==> src/rtl/ps2_scancode_rx.sv <==
// ps2_scancode_rx
//   Host-side PS/2 keyboard receiver. Synchronises and de-glitches the raw
//   PS/2 lines, deserialises 11-bit frames (start, 8 data LSB first, odd
//   parity, stop), folds E0/F0 prefixes into flags, collapses the 8-byte E1
//   Pause sequence into a single event and emits one strobe per key event.
//
// Ports
//   clk          system clock
//   reset        synchronous, active-high reset
//   ps2_clk      raw PS/2 clock (asynchronous)
//   ps2_dat      raw PS/2 data (asynchronous)
//   code         scancode of the last event, held until the next event
//   extended     event was preceded by E0, held with code
//   released     event was preceded by F0, held with code
//   valid        one-cycle strobe: code/extended/released are new
//   parity_err   one-cycle strobe: frame dropped (bad parity or stop bit)
//   timeout_err  one-cycle strobe: partial frame aborted after TIMEOUT clks
module ps2_scancode_rx #(
   parameter int FILTER_LEN = 4,      // 2..8 equal samples to move filtered clock
   parameter int TIMEOUT    = 50000   // clks without a sample before abort
) (
   input  logic       clk,
   input  logic       reset,
   input  logic       ps2_clk,
   input  logic       ps2_dat,
   output logic [7:0] code,
   output logic       extended,
   output logic       released,
   output logic       valid,
   output logic       parity_err,
   output logic       timeout_err
);

   typedef enum logic [1:0] {IDLE, DATA, PARITY, STOP} state_t;

   localparam logic [15:0] TIMEOUT_CNT = 16'(TIMEOUT);

   state_t                state, state_next;
   logic [1:0]            clk_sync, dat_sync;
   logic [FILTER_LEN-1:0] clk_hist;
   logic                  clk_filt, clk_filt_d;
   logic                  sample;
   logic                  sdat;
   logic [2:0]            bit_cnt;
   logic [7:0]            shreg;
   logic                  par_bit;
   logic [15:0]           tcnt;
   logic                  timeout_hit;
   logic                  frame_good;
   logic                  ext_pend, rel_pend;
   logic [2:0]            skip_cnt;

   // decode controls from the output process
   logic emit, emit_e1, set_ext, set_rel, clr_flags, load_skip, dec_skip, perr, terr;

   // ---------------------------------------------------------------- input path
   // NOTE: sequential state always uses non-blocking assignments so every flop
   // samples the pre-edge value of its neighbours, independent of block order.
   always_ff @(posedge clk) begin
      if (reset) begin
         clk_sync   <= 2'b11;
         dat_sync   <= 2'b11;
         clk_hist   <= '1;
         clk_filt   <= 1'b1;
         clk_filt_d <= 1'b1;
      end else begin
         clk_sync   <= {clk_sync[0], ps2_clk};
         dat_sync   <= {dat_sync[0], ps2_dat};
         clk_hist   <= {clk_hist[FILTER_LEN-2:0], clk_sync[1]};
         // hysteresis: move only when the whole history agrees
         if (&clk_hist)       clk_filt <= 1'b1;
         else if (~|clk_hist) clk_filt <= 1'b0;
         clk_filt_d <= clk_filt;
      end
   end

   assign sample = clk_filt_d & ~clk_filt;   // filtered falling edge
   assign sdat   = dat_sync[1];

   // odd parity over data+parity, and the stop bit is the bit being sampled now
   assign frame_good  = sdat & (^shreg ^ par_bit);
   assign timeout_hit = (state != IDLE) && (tcnt >= TIMEOUT_CNT);

   // ------------------------------------------------------------ state register
   always_ff @(posedge clk) begin
      if (reset) state <= IDLE;
      else       state <= state_next;
   end

   // ---------------------------------------------------------------- next state
   // NOTE: every combinational output gets a default before any branch, so no
   // path leaves it unassigned and no latch is inferred.
   always_comb begin
      state_next = state;
      if (timeout_hit) begin
         state_next = IDLE;
      end else if (sample) begin
         case (state)
            IDLE:    if (!sdat) state_next = DATA;
            DATA:    if (bit_cnt == 3'd7) state_next = PARITY;
            PARITY:  state_next = STOP;
            STOP:    state_next = IDLE;
            default: state_next = IDLE;
         endcase
      end
   end

   // ----------------------------------------------------------- output decode
   always_comb begin
      emit      = 1'b0;
      emit_e1   = 1'b0;
      set_ext   = 1'b0;
      set_rel   = 1'b0;
      clr_flags = 1'b0;
      load_skip = 1'b0;
      dec_skip  = 1'b0;
      perr      = 1'b0;
      terr      = 1'b0;
      if (timeout_hit) begin
         terr      = 1'b1;
         clr_flags = 1'b1;
      end else if (sample && state == STOP) begin
         if (!frame_good) begin
            perr      = 1'b1;
            clr_flags = 1'b1;
         end else if (skip_cnt != 3'd0) begin
            dec_skip = 1'b1;            // swallowing the tail of E1 Pause
         end else if (shreg == 8'hE0) begin
            set_ext = 1'b1;
         end else if (shreg == 8'hF0) begin
            set_rel = 1'b1;
         end else if (shreg == 8'hE1) begin
            emit      = 1'b1;
            emit_e1   = 1'b1;
            load_skip = 1'b1;
            clr_flags = 1'b1;
         end else begin
            emit      = 1'b1;
            clr_flags = 1'b1;
         end
      end
   end

   // ------------------------------------------------------- datapath registers
   always_ff @(posedge clk) begin
      if (reset) begin
         bit_cnt     <= 3'd0;
         shreg       <= 8'h00;
         par_bit     <= 1'b0;
         tcnt        <= 16'd0;
         ext_pend    <= 1'b0;
         rel_pend    <= 1'b0;
         skip_cnt    <= 3'd0;
         code        <= 8'h00;
         extended    <= 1'b0;
         released    <= 1'b0;
         valid       <= 1'b0;
         parity_err  <= 1'b0;
         timeout_err <= 1'b0;
      end else begin
         valid       <= emit;
         parity_err  <= perr;
         timeout_err <= terr;

         if (emit) begin
            code     <= shreg;
            extended <= emit_e1 ? 1'b0 : ext_pend;
            released <= emit_e1 ? 1'b0 : rel_pend;
         end

         if (clr_flags) begin
            ext_pend <= 1'b0;
            rel_pend <= 1'b0;
         end else begin
            if (set_ext) ext_pend <= 1'b1;
            if (set_rel) rel_pend <= 1'b1;
         end

         if (load_skip)     skip_cnt <= 3'd7;
         else if (dec_skip) skip_cnt <= skip_cnt - 3'd1;

         // saturating watchdog, idle while no frame is in progress
         if (sample || state == IDLE) tcnt <= 16'd0;
         else if (tcnt != 16'hFFFF)   tcnt <= tcnt + 16'd1;

         if (sample && !timeout_hit) begin
            case (state)
               IDLE:   bit_cnt <= 3'd0;
               DATA: begin
                  shreg   <= {sdat, shreg[7:1]};
                  bit_cnt <= bit_cnt + 3'd1;
               end
               PARITY: par_bit <= sdat;
               default: ;
            endcase
         end
      end
   end

endmodule

==> config.mk <==
export PLATFORM = sky130hd
export DESIGN_NAME = ps2_scancode_rx
export DESIGN_NICKNAME = d
export VERILOG_FILES = /design/src/rtl/ps2_scancode_rx.sv
export SDC_FILE = /design/constraint.sdc
export NUM_CORES = 1
export LEC_CHECK = 0
export CAP_MARGIN = 15
export CORE_UTILIZATION = 58
export DETAILED_ROUTE_END_ITERATION = 6
export GPL_TIMING_DRIVEN = 0
export MAX_ROUTING_LAYER = met4
export PLACE_DENSITY = 0.78
export SLEW_MARGIN = 20
export SYNTH_ARGS = -nofsm -noshare
export SYNTH_HDL_FRONTEND = slang
export SYNTH_SLANG_ARGS = --single-unit
==> constraint.sdc <==
create_clock -name clk -period 4.11 [get_ports clk]
set_input_delay 0.411 -clock clk [delete_from_list [all_inputs] [get_ports clk]]
set_output_delay 0.411 -clock clk [all_outputs]
set_load 0.05 [all_outputs]
==> results of run 1 <==
[worst register-to-register path: stages (launching register included)]
cell	delay [ns]
dfxtp_1	0.35
ha_1	0.32
xnor3_1	0.34
xnor2_1	0.19
a211oi_2	0.42
a311oi_1	0.20
a311o_1	0.35
[where the power goes]
| part | leakage, nW | internal, mW | switching [mW] | total (mW) |
|---|---|---|---|---|
| sequential | 0.468 | 0.565 | 0.00122 | 0.566 |
| clock | 0.101 | 0.313 | 0.211 | 0.524 |
| combinational | 0.543 | 0.00526 | 0.00861 | 0.0139 |
| total | 1.11 | 0.883 | 0.221 | 1.10 |
[state kept, by name, summed over array words and instances, names as in the netlist]
name and flops:
parity_err 1, code 8, clk_filt 1, valid 1, bit_cnt 3, par_bit 1, dat_sync 2, ext_pend 1
timeout_err 1, extended 1, rel_pend 1, clk_filt_d 1, clk_sync 2, clk_hist 4, shreg 8, skip_cnt 3
state 2, released 1, tcnt 16
[stage by stage]
| stage | cells | setup slack [ns] |
|---|---|---|
| after CTS | 380 | 1.83 |
| after detailed placement | 364 | 1.87 |
| after global routing | 380 | 1.64 |
| final | 380 | 1.83 |
| after floorplan | 296 | 2.11 |
| after global placement | 364 | 1.91 |
[logic make-up (layout without fill, tap and decap cells)]
| logic type | after synthesis | count (layout) | synth area share [%] |
|---|---|---|---|
| compound gates | 67 | 67 | 16.4 |
| xor+xnor | 13 | 13 | 4.74 |
| fa+ha+maj | 16 | 16 | 7.43 |
| buf+inv | 30 | 62 | 4.69 |
| flops | 58 | 58 | 43.1 |
| mux | 10 | 10 | 3.72 |
| simple gates | 102 | 102 | 19.9 |
[layout by cell type (no fill, tap or decap), types with 4 or more instances in the layout]
cell type,Yosys,layout
ha_1,16,16
nand2_1,10,10
a21oi_1,18,18
o21ai_0,14,14
nor3_1,10,10
nand3_1,15,15
nor2_1,29,29
or2_2,10,10
inv_1,17,17
or3_1,5,5
a31oi_1,6,6
dfxtp_1,58,58
clkbuf_8,0,11
clkbuf_1,9,12
o31ai_1,4,4
xor2_1,9,9
mux2i_1,10,10
clkdlybuf4s50_1,0,16
and3_1,5,5
[path summary, 6_finish.rpt]
path                           from                       end  slack [ns]  cells past startpoint
max reg2reg   shreg[6]$_SDFFE_PP0P_  skip_cnt[1]$_SDFFE_PP0P_        1.83                      6
min reg2reg  dat_sync[0]$_SDFF_PP1_    dat_sync[1]$_SDFF_PP1_        0.41                      1
max           shreg[6]$_SDFFE_PP0P_  skip_cnt[1]$_SDFFE_PP0P_        1.83                      6
min          dat_sync[0]$_SDFF_PP1_    dat_sync[1]$_SDFF_PP1_        0.41                      1
[routing by layer]
metal | vias to the layer above | global-route usage, %
met5 | - | -
li1 | 1114 | -
met1 | 1066 | 31.5
met2 | 51 | 38.9
met4 | 0 | 10.4
met3 | 11 | 7.36
[cell type report]
class | count | area, µm² | share of cell area, %
flip-flops and latches | 58 | 1160 | 37.3
clock buffers | 14 | 163 | 5.22
well taps | 52 | 65.1 | 2.09
multi-input cells | 208 | 1410 | 45.1
repair buffers | 16 | 160 | 5.14
clock inverters | 2 | 35.0 | 1.12
inverters | 17 | 63.8 | 2.05
plain buffers | 13 | 62.6 | 2.01
==> run summary, run 1 <==
The total design power came out at 1.10 mW. The part of the Yosys area used for sequential elements is 43.1%. The cell at the root of the clock tree is clkbuf_8. Setup violations remaining at the end of the flow were counted as 0. The average size of a mapped cell is 9.10 µm².

The slew at the pin closest to its max-slew limit is 0.495 ns. The number of register bits inferred by synthesis is 58. The latest clock arrival within the worst-skew pair came out at 0.34 ns. Measured along the x axis, the die boundary spans 70.1 µm. For the final database, setup skew stands at 0.00963 ns. The cell with the biggest individual delay on the critical path is a211oi_2. The total overflow left after global routing is 0. The category of the most critical setup path is reg2reg. The synthesized design spends more area on one cell type than any other, namely dfxtp_1. The y dimension of the die came out at 70.1 µm. In the synthesized netlist the async set-or-reset flop fraction comes to 0%. The final count of hold timing violations is 0. The met1 routed wirelength after detailed routing is 2.62 mm.

The longest clock path from root to sink contains 2 buffers. The critical path goes through ha_1 -> xnor3_1 -> xnor2_1 -> a211oi_2 -> a311oi_1 -> a311o_1. In this run the worst path has a maximum fanout of 7. The core area is 0.00441 mm².

The post-detailed-routing wire length is 5.58 mm. The detailed router finished its first iteration with 92 violations. Detailed placement ended at an HPWL of 3.98 mm.

The data required time at the worst endpoint came out at 4.34 ns. The net count after synthesis is 316. The distinct cell type count of the synthesized netlist is 46. The number of cells produced by synthesis came out at 296. Summing over every cut layer, the via total after detailed routing is 2,242. The total buffers and inverters traversed by the critical path came out at 0. Dividing the detail-routed wire length by the instance count gives 14.7 µm. The count of buffers added on input and output ports is 16. The floorplan die area is 0.00492 mm². The post-placement cell area came out at 0.00292 mm². On the worst path, the slowest cell contributes a delay of 0.42 ns. Relative to the synthesized area, the layout overhead comes to 15.7%. The fmax is 439 MHz. The total global routing track utilization came out at 25.4%. The power per unit of standard cell area is 354 mW/mm². The data arrival time of the critical path came out at 2.51 ns. The wire length of the first global-routing pass came out at 9.34 mm. The floorplan row count came out at 24.

The number of H-tree levels is 3. The I/O pin total is 17. The flow ran to the end, and the final reports show no timing, DRC or antenna violations. The commonest cells after synthesis are dfxtp_1, nor2_1, a21oi_1. The pin count of the biggest net entering global routing is 11. The initial antenna violation count is 0.

The minimum period implied by the final worst setup slack is 2.28 ns. The total length of routed met2 wires came out at 2.59 mm. The hold buffer count at CTS is 0. The headroom to the max-slew limit is 66.9%. The worst-case vdd ir drop is 0.278 mV. The share of Yosys cell area claimed by the top area cell type came out at 43.1%. The standby leakage power came out at 1.11 nW. The fraction of the cycle the final worst path needs came out at 55.5%. Summing all non-filler instances in the final layout gives an area of 0.00312 mm².

Across the run, the number of max-cap violations was 0. The smallest hold slack came out at 0.411 ns. The number of global-route vias before repair came out at 2,060. The number of remaining DRC errors came out at 0. The worst setup path is captured at a register.

Yosys attributes the largest share of cell area to dfxtp_1, ha_1, nor2_1, mux2i_1, a21oi_1. The TritonCTS clock tree is built. The core utilization of the finished layout is 70.6%. The number of antenna repair diodes is 0. After filler insertion, the fill cell instance count of the layout stands at 349. The first TritonRoute pass finished after 4 iterations. In the synthesized netlist the dominant register cell turns out to be dfxtp_1. The kind of cell with the highest combined delay on the critical path is compound AO/OA/AOI/OAI gates.

The wire length on met3 is 280 µm. The most common cell in the netlist is dfxtp_1. The number of buffers inserted during clock tree synthesis is 9. Once detail routing completed, the nets flagged for antenna violations numbered 0. The post-CTS resize count came out at 0. Setup repair after global routing left no endpoint under its margin.

The layout net count is 343. The final-report max-slew violation count came to 0. After routing, the total negative slack on setup checks comes to 0 ns. During synthesis, Yosys emitted a total of 0 warnings. The congestion estimate from routability-driven global placement came to 0.894. The clock transition at the registers of the reported paths is 0.06 ns.

The clock sink count is 58. In this run the worst hold path is classified as reg2reg. The buffer count from post-CTS setup fixing came out at 0. The share of post-route cells with drive strength above 1 came out at 9.15%.

The count of flip-flops with a built-in enable after synthesis is 0. The area of the mapped netlist is 0.00269 mm². The top routing layer in use is met4. The routed via count divided by cell count is 5.90. The effective utilization at floorplan is 61.0%. The worst setup path is launched from a register.
No activity file was read; power rests on OpenSTA's default activity.
==> run 2: changes to the inputs <==
--- a/config.mk
+++ b/config.mk
@@ -6,11 +6,11 @@
 export NUM_CORES = 1
 export LEC_CHECK = 0
 export CAP_MARGIN = 15
-export CORE_UTILIZATION = 58
+export CORE_UTILIZATION = 53
 export DETAILED_ROUTE_END_ITERATION = 6
 export GPL_TIMING_DRIVEN = 0
 export MAX_ROUTING_LAYER = met4
-export PLACE_DENSITY = 0.78
+export PLACE_DENSITY = 0.75
 export SLEW_MARGIN = 20
 export SYNTH_ARGS = -nofsm -noshare
 export SYNTH_HDL_FRONTEND = slang
==> constraint.sdc (replaced) <==
create_clock -name clk -period 2 [get_ports clk]
set_input_delay 0.2 -clock clk [delete_from_list [all_inputs] [get_ports clk]]
set_output_delay 0.2 -clock clk [all_outputs]
set_load 0.05 [all_outputs]
==> run 2 against run 1 <==
Effect of this change: the flow now finishes with violations (negative setup slack); count of clock-buffer cells in the layout down 3; maximum frequency is 9.0% higher; design area grew 6.6%; final cell count grew 5.5%; via count grew 0.18%; total power up 120%.
==> run summary, run 2 (synthesis results as in run 1) <==
Result of the run: complete, but fails checks (was complete, no violations). The checks that failed: negative setup slack. The number of flip-flops in the largest register is 16 (unchanged). The smallest hold slack came out at 0.411 ns (about the same). The routed via count divided by cell count came to 5.60 (was 5.90). The number of H-tree levels is 3 (unchanged). The number of endpoints failing setup at the final stage is 4 (was 0). The number of optimization iterations in the first detailed-route pass came to 4 (unchanged). Setup repair after global routing missed its margin: true (was false). The mean routed wirelength per cell is 14.6 µm (was 14.7 µm). The capture endpoint of the worst hold path is clk_sync[1]$_SDFF_PP1_ (was dat_sync[1]$_SDFF_PP1_). The origin of the worst min-delay path is clk_sync[0]$_SDFF_PP1_ (was dat_sync[0]$_SDFF_PP1_).

The sequential cell fraction of total power is 48.3% (was 51.3%). The I/O pin total is 17 (unchanged). The cell at the root of the clock tree was clkbuf_8 (unchanged).

The top fanout value on the critical path came out at 5 (was 7). The number of remaining DRC errors was 0 (unchanged). The effective utilization at floorplan came to 55.9% (was 61.0%). The post-detailed-placement half-perimeter wirelength is 3.77 mm (was 3.98 mm).

Largest registers: tcnt (16), code (8), shreg (8) (unchanged). The worst-case setup slack after placement came out at -0.236 ns (was 1.87 ns). The launching element of the worst setup path is shreg[4]$_SDFFE_PP0P_ (was shreg[6]$_SDFFE_PP0P_).

The y dimension of the die came out at 73.3 µm (was 70.1 µm). The floorplan row count is 25 (was 24). The kind of start point of the critical path is a register (unchanged).

The number of nets with antenna violations after detailed routing is 0 (unchanged). The fmax is 478 MHz (was 439 MHz). The post-placement cell area is 0.00294 mm² (was 0.00292 mm²). The clock transition at the registers of the reported paths is 0.07 ns (was 0.06 ns). The total global routing track utilization came out at 23.7% (was 25.4%).

The global route total overflow is 0 (unchanged). The share of total power consumed by net switching is 20.8% (was 20.0%). The design internal power came to 1.90 mW (was 883 µW). The startpoint of the worst register-to-register path is shreg[4]$_SDFFE_PP0P_ (was shreg[6]$_SDFFE_PP0P_). The number of cell instances on the worst register-to-register path came out at 7 (was 6).

The worst hold path cell count was 1 (unchanged). The initial antenna violation count is 0 (unchanged). The number of antenna repair diodes is 0 (unchanged). The deepest clock path buffer count is 2 (unchanged).

The final-report max-slew violation count is 0 (unchanged). The category of the most critical setup path was reg2reg (unchanged). The slew at the pin closest to its max-slew limit is 0.497 ns (was 0.495 ns). The post-route standard cell area excluding fillers is 0.00332 mm² (was 0.00312 mm²). The core area was 0.00482 mm² (was 0.00441 mm²). The width of the die is 73.3 µm (was 70.1 µm). The path type of the worst min-delay path is reg2reg (unchanged). The register-to-register setup slack is -0.09 ns (was 1.83 ns). The most common cell after layout, fill and taps aside is dfxtp_1 (unchanged). The starting DRC count in detailed routing came out at 188 (was 92). The clock sink count is 58 (unchanged). The TritonCTS clock tree is built (unchanged). The worst-case vdd ir drop is 0.545 mV (was 0.278 mV).

The wire length of the first global-routing pass came out at 9.34 mm (unchanged). The layout net count was 349 (was 343). The net switching power was 499 µW (was 221 µW). The power per unit of standard cell area came out at 722 mW/mm² (was 354 mW/mm²).

The fill cell total of the finished layout is 388 (was 349). The core utilization of the finished layout is 68.9% (was 70.6%). The post-synthesis to final-layout area growth came to 23.3% (was 15.7%). The final count of hold timing violations is 0 (unchanged). The hold buffer count at CTS came to 0 (unchanged). The headroom to the max-slew limit is 66.8% (was 66.9%). The share of power burned in the clock network was 50.4% (was 47.5%). The final clock skew is 0.00588 ns (was 0.00963 ns). The global placer's final weighted congestion came to 0.794 (was 0.894). The fraction of the cycle the final worst path needs came out at 105% (was 55.5%). The data required time at the worst endpoint came out at 2.23 ns (was 4.34 ns).

The register with the most flip-flops is tcnt (unchanged). The latest clock arrival within the worst-skew pair is 0.34 ns (about the same). Commonest cells after routing, fill and taps aside: dfxtp_1, nor2_1, a21oi_1, inv_1, clkdlybuf4s50_1 (was dfxtp_1, nor2_1, a21oi_1, inv_1). The share of post-route cells with drive strength above 1 came out at 18.9% (was 9.15%).

The combinational share of power is 1.2% (was 1.3%). The minimum period implied by the final worst setup slack is 2.09 ns (was 2.28 ns). The max-cap violation count was 0 (unchanged). The number of global-route vias before repair is 2,028 (was 2,060). The end of the worst register-to-register path is skip_cnt[1]$_SDFFE_PP0P_ (unchanged).

The data arrival time of the critical path is 2.32 ns (was 2.51 ns). The floorplan die area was 0.00537 mm² (was 0.00492 mm²). The number of buffers inserted during clock tree synthesis came out at 9 (unchanged). The via count is 2,246 (was 2,242). The number of I/O port buffers came to 16 (unchanged). The standby leakage power came to 1.18 nW (was 1.11 nW). The final critical-path setup slack came to -0.0910 ns (was 1.83 ns). The kind of end point of the critical path is a register (unchanged). The pin count of the biggest net entering global routing came to 11 (unchanged). The post-detailed-routing wire length came out at 5.84 mm (was 5.58 mm).
[run 2: cell types whose count changed in the layout (fill, tap and decap cells not counted), moves of 2 or more]
cell / delta
dfxtp_1: -7
dfxtp_2: +5
buf_4: +4
clkbuf_1: -5
dfxtp_4: +2
o21ai_1: +3
buf_6: +3
buf_2: +2
o21ai_0: -8
o21ai_2: +5
nor3_2: +2
nor3_1: -2
[run 2: final cells by class]
cell class / instances / area (µm²) / area share [%]
multi-input cells: 208 / 1490 / 45.0
flip-flops and latches: 58 / 1170 / 35.4
repair buffers: 22 / 213 / 6.41
clock buffers: 11 / 141 / 4.26
well taps: 67 / 83.8 / 2.52
clock inverters: 5 / 77.6 / 2.34
plain buffers: 13 / 72.6 / 2.19
inverters: 17 / 63.8 / 1.92
[run 2: how the worst max path moves through the flow]
stage,to,slack (ns),depth (start not counted)
after floorplan,skip_cnt[1]$_SDFFE_PP0P_,-0.002,6
after global placement,skip_cnt[1]$_SDFFE_PP0P_,-0.22,6
after detailed placement,skip_cnt[1]$_SDFFE_PP0P_,-0.24,6
after CTS,skip_cnt[0]$_SDFFE_PP0P_,-0.05,7
after global routing,skip_cnt[0]$_SDFFE_PP0P_,-0.13,8
final,skip_cnt[1]$_SDFFE_PP0P_,-0.09,7
[run 2: power groups by stage]
stage          logic, mW  clock network [mW]  registers, mW
2_1_floorplan     0.0156                   0           1.19
3_3_place_gp      0.0281                   0           1.19
3_5_place_dp      0.0281                   0           1.19
4_1_cts           0.0280                1.23           1.16
5_1_grt           0.0315                1.27           1.16
6_report          0.0290                1.21           1.16
[run 2: worst max-delay path: stages (launching register included)]
cell and delay [ns]:
dfxtp_4 0.35, inv_2 0.04, ha_4 0.26, xnor3_1 0.34, xnor2_2 0.20, a211oi_4 0.31
a311oi_1 0.15, a311o_1 0.34
[run 2: per-stage QoR]
stage	setup TNS [ns]	total power [mW]	std cells
after global placement	-1.84	1.22	379
after CTS	-0.166	2.41	399
after floorplan	-0.00162	1.20	296
final	-0.222	2.40	401
after detailed placement	-2.02	1.22	379
after global routing	-0.910	2.46	401
[run 2: layer usage]
metal | routed length (µm) | GRT usage, % | vias to the layer above
li1 | - | - | 1121
met1 | 2870 | 30.2 | 1072
met2 | 2690 | 35.1 | 41
met3 | 183 | 6.31 | 12
met4 | 93 | 10.9 | 0
met5 | 0 | - | -
[run 2: repair_timing]
action | in CTS | in global routing
gates resized for setup | 21 | 27
pin swaps | 8 | 9
setup buffers | 4 | 0
endpoints found under the setup margin | 16 | 27
gates cloned | 0 | 2
==> run 3: changes to the inputs <==
--- a/config.mk
+++ b/config.mk
@@ -8,10 +8,9 @@
 export CAP_MARGIN = 15
 export CORE_UTILIZATION = 53
 export DETAILED_ROUTE_END_ITERATION = 6
-export GPL_TIMING_DRIVEN = 0
 export MAX_ROUTING_LAYER = met4
 export PLACE_DENSITY = 0.75
-export SLEW_MARGIN = 20
+export SLEW_MARGIN = 15
 export SYNTH_ARGS = -nofsm -noshare
 export SYNTH_HDL_FRONTEND = slang
 export SYNTH_SLANG_ARGS = --single-unit
==> run 3 against run 2 <==
Effect of this change: combinational power increased by 1%; die area unchanged; first-iteration DRC count decreased by 42%; critical path depth unchanged; sequential cell count unchanged; count of clock-buffer cells in the layout increased by 1; via count decreased by 1.3%; the flow still finishes with violations (negative setup slack); worst setup slack got worse by 0.014 ns; total power decreased by 11%; final cell count unchanged; utilization decreased by 0.23 points.
==> run summary, run 3 (synthesis results as in run 1) <==
The minimum period implied by the final worst setup slack is 2.10 ns (was 2.09 ns). Setup repair after global routing missed its margin: true (unchanged). The cell with the biggest individual delay on the critical path was xnor3_1 (was dfxtp_4).

The path type of the worst min-delay path is reg2reg (unchanged). The total global routing track utilization came out at 22.5% (was 23.7%). The number of endpoints failing setup at the final stage was 6 (was 4). The TritonCTS clock tree is built (unchanged). The deepest clock path buffer count came out at 2 (unchanged).

Failing checks: negative setup slack (unchanged). The number of H-tree levels was 3 (unchanged). The global placer's final weighted congestion was 0.822 (was 0.794).

The number of global-route vias before repair is 2,013 (was 2,028). The number of flip-flops in the largest register is 16 (unchanged). The power per unit of standard cell area came out at 642 mW/mm² (was 722 mW/mm²).

The post-detailed-placement half-perimeter wirelength is 3.72 mm (was 3.77 mm). Largest registers: tcnt (16), code (8), shreg (8) (unchanged). The total buffers and inverters traversed by the critical path came out at 1 (unchanged). The floorplan row count came to 25 (unchanged).

The slew at the pin closest to its max-slew limit was 0.502 ns (was 0.497 ns). The number of buffers inserted during clock tree synthesis came out at 9 (unchanged). The effective utilization at floorplan came to 55.9% (unchanged). The area used by multi-input combinational logic came to 0.00149 mm² (about the same).

The share of post-route cells with drive strength above 1 was 20.1% (was 18.9%). The most common cell after layout, fill and taps aside is dfxtp_1 (unchanged). The number of nets with antenna violations after detailed routing is 0 (unchanged). The number of I/O port buffers is 16 (unchanged). The routed via count divided by cell count came out at 5.53 (was 5.60).

The kind of end point of the critical path is a register (unchanged). The number of optimization iterations in the first detailed-route pass came out at 4 (unchanged). The cell depth of the worst setup path is 7 (unchanged). The startpoint of the worst register-to-register path is shreg[7]$_SDFFE_PP0P_ (was shreg[4]$_SDFFE_PP0P_).

The final critical-path setup slack is -0.105 ns (was -0.0910 ns). The global route total overflow is 0 (unchanged). The data required time at the worst endpoint came out at 2.25 ns (was 2.23 ns).

The post-detailed-routing wire length is 5.55 mm (was 5.84 mm). The core area came out at 0.00482 mm² (unchanged). The mean routed wirelength per cell came out at 13.8 µm (was 14.6 µm). The number of remaining DRC errors came out at 0 (unchanged). The standby leakage power is 1.19 nW (was 1.18 nW). The pin count of the biggest net entering global routing came out at 25 (was 11).

The final-report max-slew violation count came to 0 (unchanged). Series of cell instances along the critical path: ha_4 -> xnor3_1 -> xnor2_2 -> a211oi_4 -> buf_6 -> a41oi_1 -> nor3_1 (was inv_2 -> ha_4 -> xnor3_1 -> xnor2_2 -> a211oi_4 -> a311oi_1 -> a311o_1). The max-cap violation count is 0 (unchanged). The post-synthesis to final-layout area growth is 22.9% (was 23.3%). The fraction of the cycle the final worst path needs was 105% (about the same).

The width of the die is 73.3 µm (unchanged). The fmax came out at 475 MHz (was 478 MHz). The category of the most critical setup path was reg2reg (unchanged). The clock transition at the registers of the reported paths came out at 0.06 ns (was 0.07 ns). The cell at the root of the clock tree is clkbuf_8 (unchanged). The total design power is 2.13 mW (was 2.40 mW).

The end of the worst register-to-register path is rel_pend$_SDFFE_PP0P_ (was skip_cnt[1]$_SDFFE_PP0P_). The via count is 2,217 (was 2,246). The launching element of the worst setup path was shreg[7]$_SDFFE_PP0P_ (was shreg[4]$_SDFFE_PP0P_). The headroom to the max-slew limit is 66.4% (was 66.8%). The y dimension of the die came out at 73.3 µm (unchanged).

The clock sink count is 58 (unchanged). The stage delay of the slowest cell on the critical path came to 0.37 ns (was 0.35 ns). The initial antenna violation count came out at 0 (unchanged). The floorplan die area is 0.00537 mm² (unchanged). The register-to-register setup slack was -0.10 ns (was -0.09 ns). The final clock skew is 0.00743 ns (was 0.00588 ns). The worst-case vdd ir drop came out at 0.678 mV (was 0.545 mV). The wire length of the first global-routing pass came out at 8.79 mm (was 9.34 mm). The number of cell instances on the worst register-to-register path was 7 (unchanged). The total area of sequential cells came out at 0.00117 mm² (about the same). Commonest cells after routing, fill and taps aside: dfxtp_1, nor2_1, inv_1, buf_4, clkdlybuf4s50_1 (was dfxtp_1, nor2_1, a21oi_1, inv_1, clkdlybuf4s50_1). The kind of start point of the critical path is a register (unchanged). The layout net count came out at 350 (was 349). The kind of cell with the highest combined delay on the critical path is XOR/XNOR gates (was compound AO/OA/AOI/OAI gates). The final count of hold timing violations is 0 (unchanged). Result of the run: complete, but fails checks (unchanged). The worst-case setup slack after placement came out at -0.0197 ns (was -0.236 ns). The register with the most flip-flops is tcnt (unchanged). The I/O pin total came out at 17 (unchanged). The fill cell total of the finished layout was 364 (was 388). The top fanout value on the critical path is 7 (was 5). The number of antenna repair diodes came out at 0 (unchanged).

The starting DRC count in detailed routing is 109 (was 188). The data arrival time of the critical path came out at 2.35 ns (was 2.32 ns). The capture point of the worst path is rel_pend$_SDFFE_PP0P_ (was skip_cnt[1]$_SDFFE_PP0P_). The latest clock arrival within the worst-skew pair came out at 0.34 ns (about the same).
## run 3: worst min path at each step
| stage | endpoint | from | slack (ns) | cells after the start |
|---|---|---|---|---|
| 2_1_floorplan | clk_sync[0]$_SDFF_PP1_ | ps2_clk | 0.30 | 1 |
| 3_3_place_gp | clk_sync[1]$_SDFF_PP1_ | clk_sync[0]$_SDFF_PP1_ | 0.39 | 1 |
| 3_5_place_dp | clk_sync[1]$_SDFF_PP1_ | clk_sync[0]$_SDFF_PP1_ | 0.40 | 1 |
| 4_1_cts | clk_sync[0]$_SDFF_PP1_ | ps2_clk | 0.41 | 2 |
| 5_1_grt | clk_sync[0]$_SDFF_PP1_ | ps2_clk | 0.41 | 2 |
| 6_report | clk_hist[0]$_SDFF_PP1_ | clk_sync[1]$_SDFF_PP1_ | 0.41 | 1 |
## run 3: power by group
group,internal [mW],switching [mW]
Combinational,0.0118,0.0177
Clock,0.503,0.431
Sequential,1.16,0.00218
Total,1.68,0.451
## run 3: per-layer routing
layer  track usage (%)  part of all wire [%]
met1              26.5                    47
met5                 -                     0
met4              9.59                   1.8
met3              7.54                   4.0
met2              34.9                    47
## run 3: repair_timing
action                     in CTS  in global routing
setup endpoints to repair       9                 15
cloned                          0                  1
pin swaps                       5                 14
hold buffers                    0                  0
resized for setup              12                 22
setup buffers                   1                  2
## run 3: stage by stage
stage	cell area [µm²]	util [%]	TNS, ns	instances	hold slack, ns
final	3310	68.7	-0.166	401	0.414
after global routing	3310	68.7	-0.864	401	0.407
after CTS	3210	66.5	-0.0184	398	0.405
after detailed placement	2990	62.2	-0.0312	382	0.398
after global placement	2990	62.2	0	382	0.392
after floorplan	2690	-	-0.00162	296	0.304
## run 3: final cells by class
cell class                 instances  share of cell area (%)
sequential                        58                    35.3
tap                               67                    2.53
timing repair buffer              36                    9.98
inverter                          17                    1.93
clock buffer                      12                    4.69
clock inverter                     3                   0.454
multi-input combinational        208                    45.1
